--- config.mk ---
export PLATFORM = sky130hd
export DESIGN_NAME = fetch_tagged
export DESIGN_NICKNAME = d
export VERILOG_FILES = /design/src/rtl/utils_pkg.sv /design/src/rtl/fifo.sv /design/src/rtl/fetch_tagged.sv
export SDC_FILE = /design/constraint.sdc
export NUM_CORES = 1
export LEC_CHECK = 0
export BUFFER_PORTS_ARGS = -buffer_cell sky130_fd_sc_hd__clkbuf_2
export CAP_MARGIN = 20
export CORE_MARGIN = 1
export CORE_UTILIZATION = 55
export DETAILED_ROUTE_END_ITERATION = 12
export PLACE_DENSITY = 0.89
export SLEW_MARGIN = 10
export SYNTH_ARGS = -nofsm -noshare
export SYNTH_HDL_FRONTEND = slang
export SYNTH_SLANG_ARGS = --single-unit
--- constraint.sdc ---
create_clock -name clk -period 4.26 [get_ports clk]
set_input_delay 0.213 -clock clk [delete_from_list [all_inputs] [get_ports clk]]
set_output_delay 0.213 -clock clk [all_outputs]
set_load 0.005 [all_outputs]
--- src/rtl/utils_pkg.sv ---
// Shared core-bus, trap and fetch-stage types.
// Imported by the fetch stage and its L0 buffer.
package utils_pkg;

    typedef logic [31:0] pc_t;
    typedef logic [31:0] instr_raw_t;
    typedef logic        valid_t;
    typedef logic        ready_t;

    typedef enum logic [1:0] {
        CB_BYTE = 2'd0,
        CB_HALF = 2'd1,
        CB_WORD = 2'd2
    } cb_size_t;

    typedef enum logic [1:0] {
        CB_OKAY   = 2'd0,
        CB_EXOKAY = 2'd1,
        CB_SLVERR = 2'd2,
        CB_DECERR = 2'd3
    } cb_resp_t;

    typedef struct packed {
        logic [31:0] rd_addr;
        cb_size_t    rd_size;
        logic        rd_addr_valid;
        logic        rd_ready;
    } s_cb_mosi_t;

    typedef struct packed {
        logic        rd_addr_ready;
        logic [31:0] rd_data;
        cb_resp_t    rd_resp;
        logic        rd_valid;
    } s_cb_miso_t;

    typedef struct packed {
        logic active;
        pc_t  pc_addr;
    } s_trap_info_t;

    typedef enum logic [1:0] {
        FT_IDLE = 2'd0,
        FT_RUN  = 2'd1,
        FT_HALT = 2'd2
    } fetch_tagged_fsm_t;

    typedef struct packed {
        logic       fault;
        pc_t        pc;
        instr_raw_t instr;
    } s_l0_entry_t;

    localparam pc_t PC_STEP = 32'd4;

endpackage

--- src/rtl/fifo.sv ---
// Circular FIFO with synchronous clear; clear outranks push and pop.
// Head is presented combinationally from the read pointer.
module fifo #(
    parameter int SLOTS = 4,
    parameter int WIDTH = 32
) (
    input  logic                       clk,
    input  logic                       rst,
    input  logic                       clear,
    input  logic                       push,
    input  logic [WIDTH-1:0]           push_data,
    input  logic                       pop,
    output logic [WIDTH-1:0]           head,
    output logic                       empty,
    output logic                       full,
    output logic [$clog2(SLOTS+1)-1:0] count
);

    localparam int PW = (SLOTS > 1) ? $clog2(SLOTS) : 1;
    localparam int CW = $clog2(SLOTS + 1);

    logic [WIDTH-1:0] mem [SLOTS];
    logic [PW-1:0]    wr_ptr;
    logic [PW-1:0]    rd_ptr;
    logic             do_push;
    logic             do_pop;

    function automatic logic [PW-1:0] bump(input logic [PW-1:0] p);
        return (32'(p) == SLOTS - 1) ? '0 : p + 1'b1;
    endfunction

    assign empty   = (count == '0);
    assign full    = (32'(count) == SLOTS);
    assign do_push = push && (!full || pop);
    assign do_pop  = pop && !empty;
    assign head    = mem[rd_ptr];

    always_ff @(posedge clk or posedge rst) begin
        if (rst) begin
            wr_ptr <= '0;
            rd_ptr <= '0;
            count  <= '0;
        end else if (clear) begin
            wr_ptr <= '0;
            rd_ptr <= '0;
            count  <= '0;
        end else begin
            if (do_push) wr_ptr <= bump(wr_ptr);
            if (do_pop)  rd_ptr <= bump(rd_ptr);
            count <= count + CW'(do_push) - CW'(do_pop);
        end
    end

    always_ff @(posedge clk) begin
        if (do_push && !clear) mem[wr_ptr] <= push_data;
    end

endmodule

--- src/rtl/fetch_tagged.sv ---
// Instruction fetch stage: credit-limited word reads into an L0 buffer,
// flush-without-drain via a discard counter, in-order fault delivery.
module fetch_tagged
    import utils_pkg::*;
#(
    parameter int L0_BUFFER_SIZE = 4,
    parameter int MAX_OT_TXN     = 4
) (
    input  logic         clk,
    input  logic         rst,
    output s_cb_mosi_t   instr_cb_mosi_o,
    input  s_cb_miso_t   instr_cb_miso_i,
    input  logic         fetch_start_i,
    input  pc_t          fetch_start_addr_i,
    input  logic         fetch_req_i,
    input  pc_t          fetch_addr_i,
    output valid_t       fetch_valid_o,
    input  ready_t       fetch_ready_i,
    output instr_raw_t   fetch_instr_o,
    output pc_t          fetch_pc_o,
    output logic         instr_access_fault_o,
    output s_trap_info_t trap_info_o
);

    localparam int OTW = $clog2(MAX_OT_TXN) + 1;
    localparam int CW  = $clog2(L0_BUFFER_SIZE + 1);

    fetch_tagged_fsm_t state, state_nx;

    logic           start_q;
    logic           req_q;
    logic           start_edge;
    logic           req_edge;
    logic           flush;
    pc_t            target;
    pc_t            req_pc;
    pc_t            resp_pc;
    logic [OTW-1:0] ot_cnt;
    logic [OTW-1:0] discard_cnt;
    logic [CW-1:0]  occ;
    logic           issue;
    logic           sent;
    logic           recv;
    logic           drop;
    logic           write;
    logic           misalign;
    logic           empty;
    logic           full;
    logic           pop;
    s_l0_entry_t    wr_entry;
    s_l0_entry_t    head;

    assign start_edge = fetch_start_i && !start_q;
    assign req_edge   = fetch_req_i && !req_q;
    assign flush      = start_edge || req_edge;
    assign target     = start_edge ? fetch_start_addr_i
                                   : {fetch_addr_i[31:2], 2'b00};
    assign misalign   = fetch_req_i && (fetch_addr_i[1:0] != 2'b00);

    // Credits count in-flight reads that will land, not the discarded ones.
    assign issue = (state == FT_RUN) && !flush
                && (32'(ot_cnt) < 32'(MAX_OT_TXN))
                && (32'(occ) + 32'(ot_cnt - discard_cnt)
                    < 32'(L0_BUFFER_SIZE));

    assign sent  = issue && instr_cb_miso_i.rd_addr_ready;
    assign recv  = instr_cb_miso_i.rd_valid && (ot_cnt != '0);
    assign drop  = recv && (flush || discard_cnt != '0);
    assign write = recv && !drop;

    assign wr_entry.fault = (instr_cb_miso_i.rd_resp != CB_OKAY);
    assign wr_entry.pc    = resp_pc;
    assign wr_entry.instr = instr_cb_miso_i.rd_data;

    always_comb begin
        instr_cb_mosi_o          = '0;
        instr_cb_mosi_o.rd_ready = !rst;
        if (issue) begin
            instr_cb_mosi_o.rd_addr_valid = 1'b1;
            instr_cb_mosi_o.rd_size       = CB_WORD;
            instr_cb_mosi_o.rd_addr       = req_pc;
        end
    end

    always_comb begin
        state_nx = state;
        if (flush) begin
            state_nx = FT_RUN;
        end else if (write && wr_entry.fault) begin
            state_nx = FT_HALT;
        end
    end

    assign fetch_valid_o        = !empty && !flush && !head.fault;
    assign fetch_instr_o        = fetch_valid_o ? head.instr : '0;
    assign fetch_pc_o           = fetch_valid_o ? head.pc : '0;
    assign instr_access_fault_o = !empty && head.fault;
    assign pop                  = fetch_valid_o && fetch_ready_i;

    always_comb begin
        trap_info_o = '0;
        if (misalign) begin
            trap_info_o.active  = 1'b1;
            trap_info_o.pc_addr = fetch_addr_i;
        end else if (instr_access_fault_o) begin
            trap_info_o.active  = 1'b1;
            trap_info_o.pc_addr = head.pc;
        end
    end

    always_ff @(posedge clk or posedge rst) begin
        if (rst) begin
            state       <= FT_IDLE;
            start_q     <= 1'b0;
            req_q       <= 1'b0;
            req_pc      <= '0;
            resp_pc     <= '0;
            ot_cnt      <= '0;
            discard_cnt <= '0;
        end else begin
            state   <= state_nx;
            start_q <= fetch_start_i;
            req_q   <= fetch_req_i;
            ot_cnt  <= ot_cnt + OTW'(sent) - OTW'(recv);
            if (flush) begin
                req_pc      <= target;
                resp_pc     <= target;
                discard_cnt <= ot_cnt - OTW'(recv);
            end else begin
                if (sent)  req_pc  <= req_pc + PC_STEP;
                if (write) resp_pc <= resp_pc + PC_STEP;
                if (drop && discard_cnt != '0) begin
                    discard_cnt <= discard_cnt - 1'b1;
                end
            end
        end
    end

    fifo #(
        .SLOTS(L0_BUFFER_SIZE),
        .WIDTH($bits(s_l0_entry_t))
    ) u_l0 (
        .clk      (clk),
        .rst      (rst),
        .clear    (flush),
        .push     (write),
        .push_data(wr_entry),
        .pop      (pop),
        .head     (head),
        .empty    (empty),
        .full     (full),
        .count    (occ)
    );

endmodule

==> flow_summary.toml, run 1 <==
[route]
drc_errors = 0
wirelength_um = 38800
dr.pass1.iters = 6
drtAntennaViolNets = 0
drt_iter0_drc = 1209
routedWlPerCell_um = 21.1
vias = 11100
routed_via_density = 6.01

[final_layout]
diodes = 0
multi_input_area_um2 = 5470
area_growth_pct = 20.1
stdcell_count = 1839
post-route-util_pct = 67.3
nets = 1565
finalInstanceArea_um2 = 18800
regArea_um2 = 9790
fill_cells = 1873
drive_gt1_share_pct = 28.8

[floorplan]
die_y_um = 171
io_pins = 240
num_rows = 61
floorplan.initialDensity_pct = 56.1
die_w_um = 171
core_um2 = 27900
fp.dieArea_um2 = 29100

[timing]
hold_viol = 0
rsz0062_at_grt = "no"
finClkSkew_ns = 0.0157
finalSetupTns_ns = 0
finalCriticalPeriod_ns = 4.05
final_max_slew_viol_count = 0
max_slew.worst_pin.slew_ns = 0.988
period_share_pct = 95.1
timing.slew.headroom_pct = 34.1
setup_viol = 0
setup_ws_ns = 0.209
fmax_ghz = 0.247

[cts]
cts-root-buf = "clkbuf_16"
clk_pin_slew_ns = 0.06
cts_buffers = 36
clock_latency_ns = 0.50
cts_htree_levels = 2
clock_sinks = 339
cts_tree = "built"
cts_setup_buffers = 0
clockBufferDepth = 3

[yosys]
syn_inst = 1167
synth.area.top_cells = "edfxtp_1, dfrtp_1, mux4_2"
synth_most_common_cell = "edfxtp_1"
synthesis.area_um2 = 15600
ys.warnings.count = 0
synth_nets = 1296
yosysSeqAreaShare_pct = 62.6
netlist_top_cells_count = "edfxtp_1, nand2_1, dfrtp_1, and2_1, mux4_2"
synth_ff_type = "edfxtp_1"
synth_xor_area_share_pct = 1.68
syn_area_per_cell_um2 = 13.4
synth.area.mux_share_pct = 10.4
yosys.area_share.adder_pct = 2.07
ys_types = 60
synth_top_family_by_area = "simple AND/OR/NAND/NOR gates"
postSynth.asyncResetShare_pct = 23.3
synth-compound-area-share_pct = 7.54
synth_top_area_cell = "edfxtp_1"
synthSimpleGateAreaFrac_pct = 13.0
synth_edf_count = 260
synth_top_cell_area_share_pct = 50.0
synth-seq-cells = 339

[setup_path]
reg2reg_depth = 17
crit_fanout = 16
regToRegSetupSlack_ns = 0.21
endpoint_kind = "flip-flop"
criticalPathCategory = "reg2reg"
critical_path_required_ns = 4.68
worstReg2RegStart = "ot_cnt[0]"
arrival_ns = 4.47
start_kind = "flip-flop"
reg2reg_to = "ot_cnt[2]"

[power_and_ir_drop]
peakVddDrop_mv = 0.467
p_leak_nw = 7.30
power_density_nw_per_um2 = 484

[placed_design]
dp_hpwl_um = 26000
placed_cell_area_um2 = 17300
portBuffers = 238
post-place-cells = 1739
routabilityCongestion = 0.936
post-place-ws_ns = 0.266

[min_path]
min-delay-start = "instr_cb_miso_i[2]"
hold_end = "u_l0.mem[3][64]"
worstHoldPathCells = 2
worstHoldPathType = "in2reg"

[global_routing]
grt_max_degree = 67
grtUsageTotal_pct = 27.0
grt_antenna_before_repair = 0
grt_pass1_wl_um = 59100
grt_overflow = 0
first_global_vias = 10600

[job]
cap_viol_max_count = 0

[status]
status = "finished clean"
## stage by stage
step	total power [W]	hold WS, ns
floorplan	0.00548	0.244
global placement	0.00612	0.354
detailed placement	0.00620	0.360
CTS	0.00908	0.0992
global route	0.00948	0.106
finish	0.00907	0.124
## report_power, final
part / switching [W] / total, W / internal, W
clock network: 0.00121 / 0.00285 / 0.00163
logic: 0.00123 / 0.00212 / 0.000881
registers: 0.000271 / 0.00411 / 0.00384
## critical path, stage by stage (launching register included)
cell and delay, ns:
dfrtp_1 0.39, inv_1 0.09, ha_1 0.16, inv_1 0.05
fa_1 0.38, xor2_1 0.22, ha_1 0.29, a311o_1 0.32
a2111oi_4 0.36, and3_1 0.23, inv_2 0.14, ha_1 0.30
inv_1 0.06, ha_1 0.15, inv_1 0.06, fa_1 0.41
xnor2_2 0.21, xnor2_1 0.15
## routing by layer
layer	wire [µm]	GRT usage [%]
met1	15200	36.6
met4	1210	9.36
met3	3510	4.72
met2	18900	44.2
met5	0	0
## cell usage in the layout, fill, tap and decap left out, drive strengths merged, types with 12 or more instances in the layout
cell type	count
clkbuf	285
edfxtp	260
nand2	163
dfrtp	79
and2	74
mux4	65
o21ai	61
a21oi	58
and3	47
dlygate4sd3	37
inv	32
buf	29
nand3	27
nor2	25
ha	21
xnor2	20
nand4	18
nor3	18
clkinv	13
mux2	12
## sequential cells by signal (all words and copies together), names as in the netlist
name and flops:
discard_cnt 3, ot_cnt 3, req_pc 31, req_q 1, resp_pc 31, start_q 1
state 2, u_l0.count 3, u_l0.mem 260, u_l0.rd_ptr 2, u_l0.wr_ptr 2
## how the worst max path moves through the flow
stage / start / endpoint / slack (ns) / depth (start not counted)
finish: ot_cnt[0] / ot_cnt[2] / 0.21 / 17
global route: ot_cnt[0] / ot_cnt[2] / 0.03 / 17
detailed placement: ot_cnt[0] / ot_cnt[2] / 0.27 / 17
global placement: ot_cnt[0] / ot_cnt[2] / 0.40 / 17
floorplan: ot_cnt[0] / ot_cnt[2] / 0.32 / 19
CTS: ot_cnt[0] / ot_cnt[2] / 0.23 / 17
## cells by family after synthesis
| family | after synthesis |
|---|---|
| fa+ha+maj | 24 |
| simple gates | 401 |
| other cells | 1 |
| flops | 339 |
| mux | 80 |
| xor+xnor | 30 |
| buf+inv | 104 |
| compound gates | 188 |
## what timing repair did
| item | CTS | global route |
|---|---|---|
| resized for setup | 0 | 2 |
| setup endpoints to repair | 0 | 1 |
| hold buffers | 37 | 0 |
| endpoints found under the hold margin | 167 | 0 |
## final cells by class
class,instances,area share [%]
clock buffers,47,5.24
clock inverters,16,0.500
inverters,31,0.620
multi-input cells,724,29.2
flip-flops and latches,339,52.2
well taps,378,2.52
repair buffers,304,9.75
(Power assumes the default switching activity.)
==> run 2, diff against run 1 <==
--- a/config.mk
+++ b/config.mk
@@ -8,9 +8,9 @@
 export BUFFER_PORTS_ARGS = -buffer_cell sky130_fd_sc_hd__clkbuf_2
 export CAP_MARGIN = 20
 export CORE_MARGIN = 1
-export CORE_UTILIZATION = 55
+export CORE_UTILIZATION = 57
 export DETAILED_ROUTE_END_ITERATION = 12
-export PLACE_DENSITY = 0.89
+export PLACE_DENSITY = 0.91
 export SLEW_MARGIN = 10
 export SYNTH_ARGS = -nofsm -noshare
 export SYNTH_HDL_FRONTEND = slang
==> flow_summary.toml, run 2 (same netlist as run 1, synthesis figures left out) <==
[status]
status = "finished clean"

[final_layout]
largest_reg_flops = 260
nets = 1559
drive_gt1_share_pct = 28.3
layout_common_cells = "edfxtp_1, clkbuf_2, nand2_1"
fill_cells = 1698
post-route-util_pct = 69.6
top_register = "u_l0.mem"
top_regs = "u_l0.mem x260, req_pc x31, resp_pc x31"
area_growth_pct = 20.1
final_common_cell = "edfxtp_1"
stdcell_count = 1800

[setup_path]
crit_path_cell_trace = "inv_1, ha_1, inv_1, fa_1, xor2_1, ha_1, nand4b_1, a21boi_1, a2111oi_4, and3_1, inv_2, ha_1, inv_1, ha_1, inv_1, fa_1, xnor2_1, xnor2_1"
regToRegSetupSlack_ns = 0.21
worstReg2RegStart = "ot_cnt[0]"
critical_path_required_ns = 4.70
endpoint_kind = "flip-flop"
cpPeakStageDelay_ns = 0.39
arrival_ns = 4.49
start_kind = "flip-flop"
crit_fanout = 16
reg2reg_to = "ot_cnt[2]"
reg2reg_depth = 18
slowest_stage = "dfrtp_1"
criticalPathCategory = "reg2reg"

[route]
routed_via_density = 6.38
routedWlPerCell_um = 22.8
drtAntennaViolNets = 0
drc_errors = 0
drt_iter0_drc = 1359
vias = 11500
wirelength_um = 41000
dr.pass1.iters = 6

[placed_design]
routabilityCongestion = 0.876
portBuffers = 238
dp_hpwl_um = 26400
post-place-cells = 1696

[power_and_ir_drop]
p_leak_nw = 7.31
pwr-share-comb_pct = 22.7
pwr-share-clk_pct = 33.2
power_w = 0.00937
internal-power_w = 0.00657
power_density_nw_per_um2 = 500
p_switching_w = 0.00280
p_seq_share_pct = 44.1
power_switching_share_pct = 29.9
peakVddDrop_mv = 0.423

[cts]
cts_tree = "built"
clock_latency_ns = 0.53
clockBufferDepth = 3
cts_buffers = 36
cts_htree_levels = 2
cts_setup_buffers = 0
clock_sinks = 339
cts-root-buf = "clkbuf_16"
clk_pin_slew_ns = 0.06

[timing]
period_share_pct = 95.0
rsz0062_at_grt = "no"
max_slew.worst_pin.slew_ns = 1.10
setup_viol = 0
fmax_ghz = 0.247
finClkSkew_ns = 0.0212
hold_viol = 0
finalSetupTns_ns = 0
timing.slew.headroom_pct = 26.2
final_max_slew_viol_count = 0
finalCriticalPeriod_ns = 4.05

[global_routing]
grtUsageTotal_pct = 29.5
first_global_vias = 11200
grt_antenna_before_repair = 0
grt_max_degree = 67
grt_pass1_wl_um = 63200
grt_overflow = 0

[floorplan]
io_pins = 240
floorplan.initialDensity_pct = 58.0
core_um2 = 27000
num_rows = 60
die_y_um = 168
fp.dieArea_um2 = 28100
die_w_um = 168

[min_path]
worstHoldPathType = "in2reg"
min-delay-start = "instr_cb_miso_i[1]"
worstHoldPathCells = 2
hold_end = "u_l0.mem[3][64]"

[job]
cap_viol_max_count = 0
-- run 2: metrics by stage --
| step | cell area (µm²) | setup WS [ns] | hold slack, ns |
|---|---|---|---|
| after floorplan | 15600 | 0.324 | 0.244 |
| after global placement | 17200 | 0.418 | 0.350 |
| after detailed placement | 17200 | 0.192 | 0.363 |
| after CTS | 18800 | 0.190 | 0.0774 |
| after global routing | 18800 | 0.00125 | 0.106 |
| final | 18800 | 0.214 | 0.0848 |
-- run 2: worst max-delay path by stage --
stage | startpoint | endpoint | slack [ns] | cells after the start
finish | ot_cnt[0] | ot_cnt[2] | 0.21 | 18
global route | ot_cnt[0] | ot_cnt[2] | 0.001 | 18
global placement | ot_cnt[0] | ot_cnt[2] | 0.42 | 17
detailed placement | ot_cnt[0] | ot_cnt[2] | 0.19 | 18
floorplan | ot_cnt[0] | ot_cnt[2] | 0.32 | 19
CTS | ot_cnt[0] | ot_cnt[2] | 0.19 | 18
-- run 2: worst max-delay path: cells and delay by family (launching register included) --
kind	cells	cell delay [ns]
fa+ha+maj	6	1.70
xor+xnor	3	0.54
compound gates	2	0.51
simple gates	2	0.42
buf+inv	5	0.40
flops	1	0.39
-- run 2: power by group through the flow --
| stage | Sequential [W] | Clock [W] | Combinational (W) |
|---|---|---|---|
| 2_1_floorplan | 0.00407 | 0 | 0.00140 |
| 3_3_place_gp | 0.00415 | 0 | 0.00196 |
| 3_5_place_dp | 0.00418 | 0 | 0.00205 |
| 4_1_cts | 0.00412 | 0.00312 | 0.00210 |
| 5_1_grt | 0.00416 | 0.00324 | 0.00233 |
| 6_report | 0.00414 | 0.00311 | 0.00213 |
-- run 2: area by class of cell --
type,count,area [µm²],area share [%]
Antenna cell,1,2.50,0.0133
Clock buffer,48,977,5.21
Clock inverter,18,191,1.02
Inverter,31,118,0.627
Multi-Input combinational cell,724,5470,29.2
Sequential cell,339,9790,52.2
Tap cell,341,427,2.27
Timing Repair Buffer,298,1780,9.51
-- run 2: timing repair --
item | CTS | global route
setup endpoints to repair | 0 | 1
hold endpoints to repair | 181 | 0
hold buffers | 37 | 0
gates resized for setup | 0 | 1
-- run 2: routing by layer --
layer | track usage [%] | routed length, µm | up-vias
li1 | - | - | 4897
met1 | 39.9 | 15500 | 5625
met2 | 48.4 | 19900 | 857
met4 | 10.6 | 1270 | 0
met3 | 5.11 | 4380 | 105
met5 | 0 | 0 | -
==> run 3, diff against run 2 <==
--- a/config.mk
+++ b/config.mk
@@ -7,10 +7,12 @@
 export LEC_CHECK = 0
 export BUFFER_PORTS_ARGS = -buffer_cell sky130_fd_sc_hd__clkbuf_2
 export CAP_MARGIN = 20
+export CELL_PAD_IN_SITES_DETAIL_PLACEMENT = 0
+export CELL_PAD_IN_SITES_GLOBAL_PLACEMENT = 1
 export CORE_MARGIN = 1
-export CORE_UTILIZATION = 57
+export CORE_UTILIZATION = 47
 export DETAILED_ROUTE_END_ITERATION = 12
-export PLACE_DENSITY = 0.91
+export PLACE_DENSITY = 0.92
 export SLEW_MARGIN = 10
 export SYNTH_ARGS = -nofsm -noshare
 export SYNTH_HDL_FRONTEND = slang
==> flow_summary.toml, run 3 (same netlist as run 1, synthesis figures left out) <==
[floorplan]
io_pins = 240
num_rows = 66
die_y_um = 184
core_um2 = 32600
die_w_um = 184
fp.dieArea_um2 = 34000
floorplan.initialDensity_pct = 47.9

[placed_design]
dp_hpwl_um = 26600
routabilityCongestion = 0.878
post-place-cells = 1799
portBuffers = 238
post-place-ws_ns = 0.263

[timing]
timing.slew.headroom_pct = 33.3
setup_ws_ns = 0.284
period_share_pct = 93.3
setup_viol = 0
finalSetupTns_ns = 0
timing.hold.ws_ns = 0.0989
finClkSkew_ns = 0.0175
finalCriticalPeriod_ns = 3.98
max_slew.worst_pin.slew_ns = 0.997
rsz0062_at_grt = "no"
final_max_slew_viol_count = 0
fmax_ghz = 0.251
hold_viol = 0

[power_and_ir_drop]
power_density_nw_per_um2 = 484
peakVddDrop_mv = 0.475
p_leak_nw = 7.29
power_w = 0.00913

[job]
cap_viol_max_count = 0

[global_routing]
grt_overflow = 0
grt_antenna_before_repair = 0
first_global_vias = 10700
grt_max_degree = 67
grt_pass1_wl_um = 61100
grtUsageTotal_pct = 23.7

[min_path]
worstHoldPathType = "in2reg"

[setup_path]
crit_family = "adder cells"
slowest_stage = "dfrtp_1"
crit_path_cell_trace = "inv_1, ha_1, inv_1, fa_1, xor2_1, ha_1, a311o_1, a2111oi_4, and3_1, inv_2, ha_1, inv_1, ha_1, inv_1, fa_1, xnor2_1, xnor2_1"
crit_fanout = 16
start_kind = "flip-flop"
critical_path_required_ns = 4.70
criticalPathCategory = "reg2reg"
crit_buf_inv = 5
arrival_ns = 4.41
cpPeakStageDelay_ns = 0.40
endpoint_kind = "flip-flop"

[status]
status = "finished clean"

[route]
routed_via_density = 5.76
drtAntennaViolNets = 0
dr.pass1.iters = 5
drt_iter0_drc = 839
drc_errors = 0
vias = 10900
routedWlPerCell_um = 20.9
wirelength_um = 39600

[cts]
clockBufferDepth = 3
cts_htree_levels = 2
clk_pin_slew_ns = 0.06
cts_tree = "built"
cts-root-buf = "clkbuf_16"
clock_latency_ns = 0.52
clock_sinks = 339
cts_setup_buffers = 0
cts_buffers = 35

[final_layout]
diodes = 0
stdcell_count = 1900
fill_cells = 2567
nets = 1560
largest_reg_flops = 260
layout_common_cells = "edfxtp_1, clkbuf_2, nand2_1"
final_common_cell = "edfxtp_1"
top_register = "u_l0.mem"
area_growth_pct = 20.6
drive_gt1_share_pct = 28.5
top_regs = "u_l0.mem x260, req_pc x31, resp_pc x31"
run 3: cell types whose count changed in the layout (fill, tap and decap cells not counted):
cell	previous run	this run
clkinv_1	7	1
clkinv_8	0	1
clkbuf_8	1	2
clkbuf_16	37	36
diode_2	1	0
clkinv_2	5	8
inv_6	2	1
buf_12	4	6
clkbuf_1	10	13
bufinv_16	4	1
clkinv_4	0	1
run 3: metrics by stage:
stage          util, %  cell area (µm²)
6_report          57.8            18800
3_5_place_dp      53.3            17400
3_3_place_gp      53.3            17400
5_1_grt           57.8            18800
4_1_cts           57.8            18800
2_1_floorplan        -            15600
run 3: layout make-up:
type	instances	area (µm²)	share of cell area, %
well taps	442	553	2.94
clock inverters	13	110	0.584
repair buffers	300	1820	9.68
inverters	31	118	0.624
multi-input cells	724	5470	29.0
clock buffers	51	977	5.19
flip-flops and latches	339	9790	52.0
run 3: path summary, 6_finish.rpt:
path / startpoint / endpoint / slack, ns / cells past startpoint
setup / recovery: ot_cnt[0] / ot_cnt[2] / 0.28 / 17
hold / removal: instr_cb_miso_i[1] / u_l0.mem[1][64] / 0.1 / 2
setup reg to reg: ot_cnt[0] / ot_cnt[2] / 0.28 / 17
hold reg to reg: state[0] / state[0] / 0.49 / 2
max in group asynchronous: rst / u_l0.rd_ptr[0] / 3.19 / 4
min in group asynchronous: rst / resp_pc[29] / 0.13 / 3
run 3: worst register-to-register path, cell delays in order, from the launching register on:
cell	delay, ns
dfrtp_1	0.40
inv_1	0.09
ha_1	0.16
inv_1	0.06
fa_1	0.37
xor2_1	0.22
ha_1	0.30
a311o_1	0.32
a2111oi_4	0.37
and3_1	0.24
inv_2	0.13
ha_1	0.30
inv_1	0.05
ha_1	0.13
inv_1	0.05
fa_1	0.38
xnor2_1	0.20
xnor2_1	0.13
run 3: layer usage:
layer  track usage, %  wire, µm  up-vias
met3             3.50      2920       55
met2             39.3     19500      516
met1             32.7     16500     5479
met4             6.17       789        0
li1                 -         -     4890
met5                0         0        -
run 3: what timing repair did:
action | 4_1_cts | 5_1_grt
hold buffers | 37 | 0
endpoints found under the setup margin | 0 | 1
resized for setup | 0 | 1
endpoints found under the hold margin | 164 | 0
run 3: power by group:
part | total [W] | internal (W) | switching, W | leakage, nW
clock | 0.00291 | 0.00167 | 0.00124 | 0.532
sequential | 0.00413 | 0.00384 | 0.000291 | 3.32
combinational | 0.00209 | 0.000873 | 0.00121 | 3.44
